**src/rtl/ctrl_pkg.sv**
```systemverilog
// Shared types for the multi-cycle sequencer: FSM states, opcodes, ALU op
// encodings and the control-strobe bundle driven into the datapath.
package ctrl_pkg;

  typedef enum logic [2:0] {
    S_FETCH  = 3'd0,
    S_DECODE = 3'd1,
    S_EXEC   = 3'd2,
    S_MEM    = 3'd3,
    S_WB     = 3'd4,
    S_FAULT  = 3'd5
  } state_e;

  localparam logic [6:0] OP_R    = 7'd51;
  localparam logic [6:0] OP_BR   = 7'd99;
  localparam logic [6:0] OP_I    = 7'd19;
  localparam logic [6:0] OP_LW   = 7'd3;
  localparam logic [6:0] OP_SW   = 7'd35;
  localparam logic [6:0] OP_LWI  = 7'd7;
  localparam logic [6:0] OP_SWAP = 7'd84;
  localparam logic [6:0] OP_LUI  = 7'd55;
  localparam logic [6:0] OP_JAL  = 7'd111;
  localparam logic [6:0] OP_SS   = 7'd39;

  localparam logic [1:0] ALU_ADD   = 2'd0;
  localparam logic [1:0] ALU_SUB   = 2'd1;
  localparam logic [1:0] ALU_FN    = 2'd2;
  localparam logic [1:0] ALU_PASSB = 2'd3;

  typedef struct packed {
    logic       mem_req;
    logic       mem_we;
    logic       addr_sel;
    logic       ir_write;
    logic       pc_write;
    logic       pc_src;
    logic       alu_src;
    logic [1:0] alu_op;
    logic       jump;
    logic       reg_address;
    logic       reg_write;
    logic       reg_write2;
    logic       mem_to_reg;
  } strobes_t;

  typedef struct packed {
    logic       alu_src;
    logic [1:0] alu_op;
    logic       reg_address;
  } alu_ctrl_t;

  function automatic logic op_legal(input logic [6:0] op);
    case (op)
      OP_R, OP_BR, OP_I, OP_LW, OP_SW, OP_LWI,
      OP_SWAP, OP_LUI, OP_JAL, OP_SS: return 1'b1;
      default:                        return 1'b0;
    endcase
  endfunction

  function automatic logic op_is_store(input logic [6:0] op);
    return (op == OP_SW) || (op == OP_SS);
  endfunction

  function automatic logic op_is_load(input logic [6:0] op);
    return (op == OP_LW) || (op == OP_LWI);
  endfunction

  // ALU setup shared by EXEC and MEM so the address stays stable during an access
  function automatic alu_ctrl_t alu_ctrl(input logic [6:0] op);
    alu_ctrl_t c;
    c = '0;
    case (op)
      OP_R:         c.alu_op = ALU_FN;
      OP_I:         begin c.alu_src = 1'b1; c.alu_op = ALU_FN;    end
      OP_LUI:       begin c.alu_src = 1'b1; c.alu_op = ALU_PASSB; end
      OP_SWAP:      c.alu_op = ALU_PASSB;
      OP_LW, OP_SW: begin c.alu_src = 1'b1; c.alu_op = ALU_ADD;   end
      OP_LWI:       c.alu_op = ALU_ADD;
      OP_SS:        begin c.alu_src = 1'b1; c.alu_op = ALU_FN; c.reg_address = 1'b1; end
      OP_BR:        c.alu_op = ALU_SUB;
      default:      c = '0;
    endcase
    return c;
  endfunction

endpackage

```
**src/rtl/multicycle_ctrl_if.sv**
```systemverilog
// Controller <-> datapath bundle: the controller drives strobes and status,
// the datapath returns opcode, branch condition and memory completion.
interface multicycle_ctrl_if #(
  parameter int CNT_W = 32
);
  logic [6:0]       opcode;
  logic             take_branch;
  logic             mem_ready;
  logic             mem_req;
  logic             mem_we;
  logic             addr_sel;
  logic             ir_write;
  logic             pc_write;
  logic             pc_src;
  logic             alu_src;
  logic [1:0]       alu_op;
  logic             jump;
  logic             reg_address;
  logic             reg_write;
  logic             reg_write2;
  logic             mem_to_reg;
  logic             fault;
  logic [2:0]       state;
  logic [CNT_W-1:0] retired;

  modport master (
    input  opcode, take_branch, mem_ready,
    output mem_req, mem_we, addr_sel, ir_write, pc_write, pc_src, alu_src,
           alu_op, jump, reg_address, reg_write, reg_write2, mem_to_reg,
           fault, state, retired
  );

  modport slave (
    output opcode, take_branch, mem_ready,
    input  mem_req, mem_we, addr_sel, ir_write, pc_write, pc_src, alu_src,
           alu_op, jump, reg_address, reg_write, reg_write2, mem_to_reg,
           fault, state, retired
  );
endinterface

```
**src/rtl/ctrl_decode.sv**
```systemverilog
// Combinational strobe generation from current state, latched opcode,
// memory completion and branch condition.
module ctrl_decode
  import ctrl_pkg::*;
(
  input  state_e     state_i,
  input  logic [6:0] op_i,
  input  logic       mem_ready_i,
  input  logic       take_branch_i,
  output strobes_t   strb_o
);

  alu_ctrl_t ac;
  assign ac = alu_ctrl(op_i);

  always_comb begin
    strb_o = '0;
    case (state_i)
      S_FETCH: begin
        strb_o.mem_req = 1'b1;
        if (mem_ready_i) begin
          strb_o.ir_write = 1'b1;
          strb_o.pc_write = 1'b1;
        end
      end
      S_EXEC: begin
        strb_o.alu_src     = ac.alu_src;
        strb_o.alu_op      = ac.alu_op;
        strb_o.reg_address = ac.reg_address;
        if (op_i == OP_BR) begin
          strb_o.pc_write = take_branch_i;
          strb_o.pc_src   = 1'b1;
        end
        if (op_i == OP_JAL) begin
          strb_o.jump     = 1'b1;
          strb_o.pc_write = 1'b1;
          strb_o.pc_src   = 1'b1;
        end
      end
      S_MEM: begin
        strb_o.mem_req     = 1'b1;
        strb_o.addr_sel    = 1'b1;
        strb_o.alu_src     = ac.alu_src;
        strb_o.alu_op      = ac.alu_op;
        strb_o.reg_address = ac.reg_address;
        strb_o.mem_we      = op_is_store(op_i);
      end
      S_WB: begin
        strb_o.reg_write  = 1'b1;
        strb_o.mem_to_reg = op_is_load(op_i);
        strb_o.reg_write2 = (op_i == OP_SWAP);
      end
      default: strb_o = '0;
    endcase
  end

endmodule

```
**src/rtl/multicycle_ctrl.sv**
```systemverilog
// Multi-cycle FETCH/DECODE/EXEC/MEM/WB sequencer with memory-wait timeout,
// retired-instruction counter and sticky fault state.
module multicycle_ctrl
  import ctrl_pkg::*;
#(
  parameter int MEM_TIMEOUT = 16,
  parameter int CNT_W       = 32
) (
  input  logic               clk,
  input  logic               rst,
  multicycle_ctrl_if.master  bus
);

  localparam int WAIT_W = (MEM_TIMEOUT > 1) ? $clog2(MEM_TIMEOUT) : 1;
  localparam int TO_M1  = (MEM_TIMEOUT > 0) ? MEM_TIMEOUT - 1 : 0;

  state_e            state_q, state_d;
  logic [6:0]        op_q, op_d;
  logic [WAIT_W-1:0] wait_cnt_q, wait_cnt_d;
  logic [CNT_W-1:0]  retired_q, retired_d;
  logic              fault_q, fault_d;
  logic              retire;
  logic              timeout_hit;
  strobes_t          dec_strb, strb;

  assign timeout_hit = (MEM_TIMEOUT > 0) && (wait_cnt_q == WAIT_W'(TO_M1));

  always_ff @(posedge clk) begin
    if (rst) begin
      state_q    <= S_FETCH;
      op_q       <= '0;
      wait_cnt_q <= '0;
      retired_q  <= '0;
      fault_q    <= 1'b0;
    end else begin
      state_q    <= state_d;
      op_q       <= op_d;
      wait_cnt_q <= wait_cnt_d;
      retired_q  <= retired_d;
      fault_q    <= fault_d;
    end
  end

  // The wait counter is zero everywhere except while stalled in FETCH/MEM,
  // so it is already clear on every entry to those states.
  always_comb begin
    state_d    = state_q;
    op_d       = op_q;
    wait_cnt_d = '0;
    retire     = 1'b0;
    case (state_q)
      S_FETCH: begin
        if (bus.mem_ready) begin
          state_d = S_DECODE;
        end else begin
          wait_cnt_d = wait_cnt_q + WAIT_W'(1);
          if (timeout_hit) state_d = S_FAULT;
        end
      end
      S_DECODE: begin
        op_d    = bus.opcode;
        state_d = op_legal(bus.opcode) ? S_EXEC : S_FAULT;
      end
      S_EXEC: begin
        if (op_q == OP_BR || op_q == OP_JAL) begin
          retire  = 1'b1;
          state_d = S_FETCH;
        end else if (op_is_load(op_q) || op_is_store(op_q)) begin
          state_d = S_MEM;
        end else begin
          state_d = S_WB;
        end
      end
      S_MEM: begin
        if (bus.mem_ready) begin
          if (op_is_store(op_q)) begin
            retire  = 1'b1;
            state_d = S_FETCH;
          end else begin
            state_d = S_WB;
          end
        end else begin
          wait_cnt_d = wait_cnt_q + WAIT_W'(1);
          if (timeout_hit) state_d = S_FAULT;
        end
      end
      S_WB: begin
        retire  = 1'b1;
        state_d = S_FETCH;
      end
      S_FAULT: state_d = S_FAULT;
      default: state_d = S_FETCH;
    endcase
    retired_d = retire ? retired_q + CNT_W'(1) : retired_q;
    fault_d   = fault_q | (state_d == S_FAULT);
  end

  ctrl_decode u_decode (
    .state_i       (state_q),
    .op_i          (op_q),
    .mem_ready_i   (bus.mem_ready),
    .take_branch_i (bus.take_branch),
    .strb_o        (dec_strb)
  );

  assign strb = rst ? '0 : dec_strb;

  assign bus.mem_req     = strb.mem_req;
  assign bus.mem_we      = strb.mem_we;
  assign bus.addr_sel    = strb.addr_sel;
  assign bus.ir_write    = strb.ir_write;
  assign bus.pc_write    = strb.pc_write;
  assign bus.pc_src      = strb.pc_src;
  assign bus.alu_src     = strb.alu_src;
  assign bus.alu_op      = strb.alu_op;
  assign bus.jump        = strb.jump;
  assign bus.reg_address = strb.reg_address;
  assign bus.reg_write   = strb.reg_write;
  assign bus.reg_write2  = strb.reg_write2;
  assign bus.mem_to_reg  = strb.mem_to_reg;
  assign bus.fault       = fault_q;
  assign bus.state       = state_q;
  assign bus.retired     = retired_q;

endmodule

```
**src/flat_wrapper.sv**
```systemverilog
// flat-port wrapper written by rule: the top's interface ports become plain ports
module multicycle_ctrl_flat import ctrl_pkg::*;
#(
  parameter int MEM_TIMEOUT = 16,
  parameter int CNT_W       = 32
)
  (clk, rst, bus_opcode, bus_take_branch, bus_mem_ready, bus_mem_req, bus_mem_we, bus_addr_sel, bus_ir_write, bus_pc_write, bus_pc_src, bus_alu_src, bus_alu_op, bus_jump, bus_reg_address, bus_reg_write, bus_reg_write2, bus_mem_to_reg, bus_fault, bus_state, bus_retired);
  multicycle_ctrl_if #(.CNT_W(CNT_W)) bus_i ();
  input  logic clk;
  input  logic rst;
  input wire logic [$bits(bus_i.opcode)-1:0] bus_opcode;
  input wire logic [$bits(bus_i.take_branch)-1:0] bus_take_branch;
  input wire logic [$bits(bus_i.mem_ready)-1:0] bus_mem_ready;
  output wire logic [$bits(bus_i.mem_req)-1:0] bus_mem_req;
  output wire logic [$bits(bus_i.mem_we)-1:0] bus_mem_we;
  output wire logic [$bits(bus_i.addr_sel)-1:0] bus_addr_sel;
  output wire logic [$bits(bus_i.ir_write)-1:0] bus_ir_write;
  output wire logic [$bits(bus_i.pc_write)-1:0] bus_pc_write;
  output wire logic [$bits(bus_i.pc_src)-1:0] bus_pc_src;
  output wire logic [$bits(bus_i.alu_src)-1:0] bus_alu_src;
  output wire logic [$bits(bus_i.alu_op)-1:0] bus_alu_op;
  output wire logic [$bits(bus_i.jump)-1:0] bus_jump;
  output wire logic [$bits(bus_i.reg_address)-1:0] bus_reg_address;
  output wire logic [$bits(bus_i.reg_write)-1:0] bus_reg_write;
  output wire logic [$bits(bus_i.reg_write2)-1:0] bus_reg_write2;
  output wire logic [$bits(bus_i.mem_to_reg)-1:0] bus_mem_to_reg;
  output wire logic [$bits(bus_i.fault)-1:0] bus_fault;
  output wire logic [$bits(bus_i.state)-1:0] bus_state;
  output wire logic [$bits(bus_i.retired)-1:0] bus_retired;
  assign bus_i.opcode = bus_opcode;
  assign bus_i.take_branch = bus_take_branch;
  assign bus_i.mem_ready = bus_mem_ready;
  assign bus_mem_req = bus_i.mem_req;
  assign bus_mem_we = bus_i.mem_we;
  assign bus_addr_sel = bus_i.addr_sel;
  assign bus_ir_write = bus_i.ir_write;
  assign bus_pc_write = bus_i.pc_write;
  assign bus_pc_src = bus_i.pc_src;
  assign bus_alu_src = bus_i.alu_src;
  assign bus_alu_op = bus_i.alu_op;
  assign bus_jump = bus_i.jump;
  assign bus_reg_address = bus_i.reg_address;
  assign bus_reg_write = bus_i.reg_write;
  assign bus_reg_write2 = bus_i.reg_write2;
  assign bus_mem_to_reg = bus_i.mem_to_reg;
  assign bus_fault = bus_i.fault;
  assign bus_state = bus_i.state;
  assign bus_retired = bus_i.retired;
  multicycle_ctrl #(.MEM_TIMEOUT(MEM_TIMEOUT), .CNT_W(CNT_W)) u_core (.clk(clk), .rst(rst), .bus(bus_i));
endmodule
```
**config.mk**
```make
export PLATFORM = sky130hd
export DESIGN_NAME = multicycle_ctrl_flat
export DESIGN_NICKNAME = d
export VERILOG_FILES = /design/src/rtl/ctrl_pkg.sv /design/src/rtl/multicycle_ctrl_if.sv /design/src/rtl/ctrl_decode.sv /design/src/rtl/multicycle_ctrl.sv /design/src/flat_wrapper.sv
export SDC_FILE = /design/constraint.sdc
export NUM_CORES = 1
export LEC_CHECK = 0
export ABC_AREA = 0
export CAP_MARGIN = 20
export CORE_ASPECT_RATIO = 0.6
export CORE_MARGIN = 2
export CORE_UTILIZATION = 50
export DETAILED_ROUTE_END_ITERATION = 8
export PLACE_DENSITY = 0.91
export SLEW_MARGIN = 20
export SYNTH_ARGS = -nofsm -noshare
export SYNTH_HDL_FRONTEND = slang
export SYNTH_SLANG_ARGS = --single-unit
```
**constraint.sdc**
```tcl
create_clock -name clk -period 3 [get_ports clk]
set_clock_uncertainty 0.15 [all_clocks]
set_input_delay 0.6 -clock clk [delete_from_list [all_inputs] [get_ports clk]]
set_output_delay 0.6 -clock clk [all_outputs]
set_load 0.05 [all_outputs]
```
==> results of run 1 <==
-- flip-flops by register name, summed over array words and instances, names as in the netlist --
register	cells
u_core.bus.fault	1
u_core.bus.retired	32
u_core.bus.state	3
u_core.op_q	7
u_core.wait_cnt_q	4
-- layer usage --
metal / vias to the layer above / GRT usage [%]
met5: - / 0
met2: 118 / 43.1
met4: 0 / 4.89
li1: 1262 / -
met3: 10 / 5.18
met1: 1274 / 36.3
-- Yosys cell counts, types with 2 or more instances --
master	count
mux2_2	2
nand2_1	19
nand2b_1	3
buf_4	2
nand4bb_1	2
o21ai_0	8
a21oi_1	14
xor2_1	4
ha_1	2
and3b_1	2
a211oi_1	8
and4_1	3
clkbuf_1	12
a2111oi_2	9
nor4_1	3
xnor2_1	21
or4_1	2
or2_2	3
nor3b_1	4
buf_6	2
inv_1	12
a31o_2	2
nor3_1	4
nand3_1	11
a2111oi_0	2
a31oi_1	2
and3_1	5
dfxtp_1	47
or3_1	5
o211ai_1	2
mux2i_1	8
nand4_1	12
nor2_1	45
and4b_1	3
nor2b_1	5
o31ai_1	2
-- stage by stage --
step                total power [mW]  hold WS [ns]  setup slack (ns)  cell area, sq um
global route                    1.30         0.342            0.0179              3600
floorplan                      0.789         0.268            -0.526              2670
CTS                             1.26         0.313             0.131              3600
global placement               0.856         0.278             0.222              3500
finish                          1.26         0.315             0.108              3600
detailed placement             0.864         0.291             0.139              3500
-- kinds of logic (layout without fill, tap and decap cells) --
kind of cell,count (synthesis),count (layout)
xor gates and xnor gates,25,25
muxes,10,10
adders and majority gates,2,2
DFF,47,47
AOI/OAI and AO/OA,61,61
and+or+nand+nor,136,136
buffers and inverters,30,95
-- power by group through the flow --
stage	registers (mW)	logic [mW]	clock network (mW)
2_1_floorplan	0.681	0.108	0
3_3_place_gp	0.672	0.183	0
3_5_place_dp	0.675	0.189	0
4_1_cts	0.661	0.189	0.406
5_1_grt	0.664	0.204	0.430
6_report	0.662	0.191	0.409
-- path summary, 6_finish.rpt --
check                                        from                                  end  slack (ns)  depth (start not counted)
hold / removal    u_core.wait_cnt_q[0]$_SDFF_PP0_      u_core.wait_cnt_q[0]$_SDFF_PP0_        0.31                          1
hold reg to reg   u_core.wait_cnt_q[0]$_SDFF_PP0_      u_core.wait_cnt_q[0]$_SDFF_PP0_        0.31                          1
setup reg to reg      u_core.op_q[5]$_SDFFE_PP0N_  u_core.bus.retired[24]$_SDFFE_PP0P_        0.29                          5
setup / recovery      u_core.op_q[5]$_SDFFE_PP0N_                         bus_pc_write        0.11                          5
-- layout make-up --
class	count	area share, %
multi-input cells	234	44.3
inverters	12	1.25
repair buffers	75	23.4
clock inverters	3	0.695
clock buffers	5	1.91
flip-flops and latches	47	26.1
well taps	66	2.29
==> out/qor.yml, run 1 <==
post_cts_buffers: 0
synth-edff-count: 0
dp.cells: 434
register_area_sq_um: 941
slowest_delay_ns: 0.55
power.switching_uw: 379
initialDrtViolationCount: 179
grt_use_total_pct: 25.9
numPortBuffers: 60
final_cell_count_no_fill: 442
synth.mux.area_fraction_pct: 3.85
intPower_uw: 883
slowest_stage: "dfxtp_1"
setup-tns-final_ns: 0
top_layer_used: "met4"
area_delta_synth_final_pct: 35.1
wl_mm: 7.56
setup_violations: 0
criticalPathCategory: "flop to output pin"
synth_fa_ha_area_share_pct: 0.939
path_clk_slew_ns: 0.10
yosys-top-cells-area: "dfxtp_1 35%, xnor2_1 6.9%, nor2_1 6.3%"
cpLargestDelayFamily: "simple AND/OR/NAND/NOR gates"
core_sq_um: 5100
cts_buffers: 5
synth_top_area_cell: "dfxtp_1"
gp_congestion: 0.886
fp-row-count: 20
wl_met2_mm: 3.44
status: "complete, no violations"
finalCriticalPeriod_ns: 2.89
clockRootBuffer: "clkbuf_8"
avgSynthCellArea_sq_um: 8.57
insertedDiodeCount: 0
synth-seq-cells: 47
power_frac_comb_pct: 15.1
fill_cells: 381
netlist.area_leader.share_pct: 35.3
slew_headroom_pct: 47.6
synth.yosys.seq_area_share_pct: 35.3
synthXorXnorAreaFrac_pct: 8.22
start_kind: "flop"
pin_count: 61
grt_max_degree: 28
synth_nets: 324
wl_met1_mm: 3.48
arrival_ns: 2.14
cts.sinks: 47
yosysUniqueCellTypes: 55
tightest_slew_ns: 0.783
most-common-layout-cells: "47 x dfxtp_1, 46 x clkdlybuf4s50_1, 45 x nor2_1"
grt.overflow.total: 0
initial_core_util_pct: 52.2
yosysWarningCount: 0
cp-end-kind: "output pin"
final_core_util_pct: 70.5
fin_nets: 388
ctsResizeCount: 0
clk_latency_ns: 0.32
dp_hpwl_mm: 5.64
maxCapViolations: 0
firstDrtPassIters: 7
cts_buffer_depth: 2
drc: 0
clockPowerShare_pct: 32.4
vias: 2664
rsz0062_at_grt: "false"
ctsHtreeMaxLevel: 2
crit_required_ns: 2.25
cts_hold_buf: 0
synth_cells: 311
sw_frac_of_total_pct: 30.1
worstPathCellList: "nand4b_1 > nor3_1 > nor3b_2 > a21o_1 > buf_12"
irDropWorstVdd_uv: 225
yosys.area_share.simple_pct: 27.3
holdCritPathClass: "flop to flop"
hold_violations: 0
antenna_left: 0
die-area_sq_um: 5950
report.final.slew_viol_count: 0
syn_area_sq_um: 2660
vias_per_cell: 6.03
synth_compound_area_share_pct: 19.2
leakagePower_nw: 1.16
synth_top_family_by_area: "simple AND/OR/NAND/NOR gates"
cp_num_buf_inv: 1
multiInputGateArea_sq_um: 1600
grt_pass1_wl_mm: 12.3
cts_tree: "yes"
final_common_cell: "dfxtp_1"
drive_above_1_share_pct: 15.4
antenna_found_initial: 0
pwr_density_cell_nw_per_um2: 351
die-height_microns: 60.5
ys.flop_type: "dfxtp_1"
fmax_mhz: 346
synthArstFlopShare_pct: 0
pwr-share-seq_pct: 52.4
chipWidth_microns: 98.2
post-route-period-util_pct: 96.4
cp_max_fo: 10
wl_met3_microns: 571
grt_pass1_vias: 2460
post_drt_wl_per_cell_microns: 17.1
No activity file was read; power rests on OpenSTA's default activity.
==> run 2: changes to the inputs <==
--- a/config.mk
+++ b/config.mk
@@ -6,13 +6,12 @@
 export NUM_CORES = 1
 export LEC_CHECK = 0
 export ABC_AREA = 0
-export CAP_MARGIN = 20
 export CORE_ASPECT_RATIO = 0.6
 export CORE_MARGIN = 2
 export CORE_UTILIZATION = 50
 export DETAILED_ROUTE_END_ITERATION = 8
 export PLACE_DENSITY = 0.91
-export SLEW_MARGIN = 20
+export SLEW_MARGIN = 30
 export SYNTH_ARGS = -nofsm -noshare
 export SYNTH_HDL_FRONTEND = slang
 export SYNTH_SLANG_ARGS = --single-unit
==> results of run 2 <==
Same layout as run 1: the final DEF is identical, and so are final timing and power.
==> run 3: changes to the inputs <==
--- a/config.mk
+++ b/config.mk
@@ -7,10 +7,10 @@
 export LEC_CHECK = 0
 export ABC_AREA = 0
 export CORE_ASPECT_RATIO = 0.6
-export CORE_MARGIN = 2
 export CORE_UTILIZATION = 50
 export DETAILED_ROUTE_END_ITERATION = 8
-export PLACE_DENSITY = 0.91
+export PLACE_DENSITY = 0.8
+export SETUP_SLACK_MARGIN = 0.2
 export SLEW_MARGIN = 30
 export SYNTH_ARGS = -nofsm -noshare
 export SYNTH_HDL_FRONTEND = slang
==> run 3 against run 2 <==
Wire length is 11% lower. Global-route usage is 0.32 points lower. Clock-buffer cell count is 3 higher. Clock power is 1% higher. Utilization is 1.5 points lower. Combinational power is 3% lower. Setup slack better by 0.22 ns. Largest cell class unchanged.
==> out/qor.yml, run 3 (same netlist as run 1, synthesis figures left out) <==
status: "complete, no violations"
cp-end-kind: "flop"
cp_max_fo: 17  # +7
die-height_microns: 58.5  # -3.3%
leakagePower_nw: 1.14  # -2.0%
fin_nets: 383  # -1.3%
report.final.slew_viol_count: 0  # unchanged
grt.overflow.total: 0  # unchanged
timing.rr.end: "u_core.bus.retired[28]$_SDFFE_PP0P_"
criticalPathCategory: "input port to flop"
start_kind: "input port"
setup-tns-final_ns: 0  # unchanged
hold_path_startpoint: "u_core.wait_cnt_q[0]$_SDFF_PP0_"
numPortBuffers: 60  # unchanged
post-route-period-util_pct: 89.0  # -7.4 points
finalCriticalPeriod_ns: 2.67  # -0.222 ns
setup_violations: 0  # unchanged
gp_congestion: 0.792  # -11%
grt_pass1_vias: 2295  # -6.7%
antenna_left: 0  # unchanged
tightest_slew_ns: 0.761  # -0.0222 ns
rr_worst_depth: 5  # unchanged
pwr-share-seq_pct: 52.4  # about the same
post_cts_buffers: 0  # unchanged
maxCapViolations: 0  # unchanged
vias: 2549  # -4.3%
pin_count: 61  # unchanged
ctsResizeCount: 0  # unchanged
grt_use_total_pct: 25.6  # -0.32 points
intPower_uw: 920  # +4.3%
largest_reg_flops: 32  # unchanged
vias_per_cell: 5.83  # -3.2%
chipWidth_microns: 96.2  # -2.0%
dp_hpwl_mm: 4.99  # -11%
clk_latency_ns: 0.29  # -0.03 ns
core_sq_um: 5100  # unchanged
pwr_density_cell_nw_per_um2: 357  # +1.7%
drive_above_1_share_pct: 17.3  # +1.8 points
grt_max_degree: 51  # +82%
power.switching_uw: 336  # -11%
crit_required_ns: 3.02  # +0.77 ns
path_clk_slew_ns: 0.09  # about the same
wl_mm: 6.73  # -11%
post_drt_wl_per_cell_microns: 15.4  # -10%
hold_violations: 0  # unchanged
finalPower_mw: 1.26  # -0.40%
irDropWorstVdd_uv: 259  # +15%
drc: 0  # unchanged
cts_buffers: 5  # unchanged
slew_headroom_pct: 49.1  # +1.5 points
worstHoldPathCells: 1  # unchanged
fp-row-count: 20  # unchanged
initial_core_util_pct: 52.2  # unchanged
cts_hold_buf: 0  # unchanged
antenna_found_initial: 0  # unchanged
min_to: "u_core.wait_cnt_q[0]$_SDFF_PP0_"
fmax_mhz: 375  # +8.3%
die-area_sq_um: 5630  # -5.3%
arrival_ns: 2.69  # +0.55 ns
ctsHtreeMaxLevel: 2  # unchanged
clockPowerShare_pct: 32.8  # +0.4 points
clockRootBuffer: "clkbuf_8"
power_frac_comb_pct: 14.8  # -0.3 points
most-common-layout-cells: "45 x clkdlybuf4s50_1, 45 x dfxtp_1, 44 x nor2_1"
cts_tree: "yes"
sw_frac_of_total_pct: 26.8  # -3.3 points
insertedDiodeCount: 0  # unchanged
grt_pass1_wl_mm: 11.0  # -10%
initialDrtViolationCount: 166  # -7.3%
startpoint: "bus_mem_ready"
firstDrtPassIters: 4  # -3
area_delta_synth_final_pct: 32.3
holdCritPathClass: "flop to flop"
reg2reg_slack_ns: 0.40  # +0.11 ns
cts.sinks: 47  # unchanged
rsz0062_at_grt: "false"
cts_buffer_depth: 2  # unchanged
r2r_start: "u_core.bus.state[1]$_SDFF_PP0_"
==> run 3: how the worst max path moves through the flow <==
stage | end | slack, ns
floorplan | bus_mem_to_reg | 0.05
global placement | u_core.bus.retired[19]$_SDFFE_PP0P_ | 0.11
detailed placement | u_core.bus.retired[19]$_SDFFE_PP0P_ | 0.03
CTS | u_core.bus.retired[31]$_SDFFE_PP0P_ | 0.26
global route | bus_reg_write2 | 0.21
finish | u_core.bus.retired[19]$_SDFFE_PP0P_ | 0.33
==> run 3: area by class of cell <==
type	instances	area [sq um]
clock buffers	8	100
fillers	443	1580
inverters	12	45.0
multi-input cells	234	1650
flip-flops and latches	47	943
well taps	66	82.6
repair buffers	70	698
==> run 3: routing by layer <==
layer / vias to the layer above / share of wire, % / track usage, %
li1: 1254 / - / -
met1: 1199 / 50 / 39.0
met2: 90 / 42 / 36.3
met3: 6 / 7.2 / 6.20
met4: 0 / 0.59 / 5.33
met5: - / 0 / 0
==> run 3: stage by stage <==
| step | std cells | hold slack (ns) | util [%] | worst slack [ns] | cell area, sq um |
|---|---|---|---|---|---|
| after floorplan | 311 | 0.268 | - | 0.0538 | 2720 |
| after global placement | 429 | 0.278 | 66.8 | 0.114 | 3410 |
| after detailed placement | 429 | 0.290 | 66.8 | 0.0326 | 3410 |
| after CTS | 437 | 0.308 | 68.7 | 0.257 | 3510 |
| after global routing | 437 | 0.333 | 69.0 | 0.208 | 3520 |
| final | 437 | 0.300 | 69.0 | 0.330 | 3520 |
==> run 3: power by group through the flow <==
| stage | Sequential (mW) | Clock [mW] | Combinational [mW] |
|---|---|---|---|
| after global routing | 0.662 | 0.451 | 0.199 |
| final | 0.659 | 0.413 | 0.186 |
| after CTS | 0.658 | 0.419 | 0.183 |
| after detailed placement | 0.673 | 0 | 0.182 |
| after floorplan | 0.681 | 0 | 0.111 |
| after global placement | 0.672 | 0 | 0.178 |
==> run 3: critical path, stage by stage <==
cell	delay, ns
clkdlybuf4s50_1	0.48
and4b_1	0.26
nand3_1	0.25
buf_4	0.30
a2111oi_2	0.50
a31o_2	0.23
a21oi_1	0.05
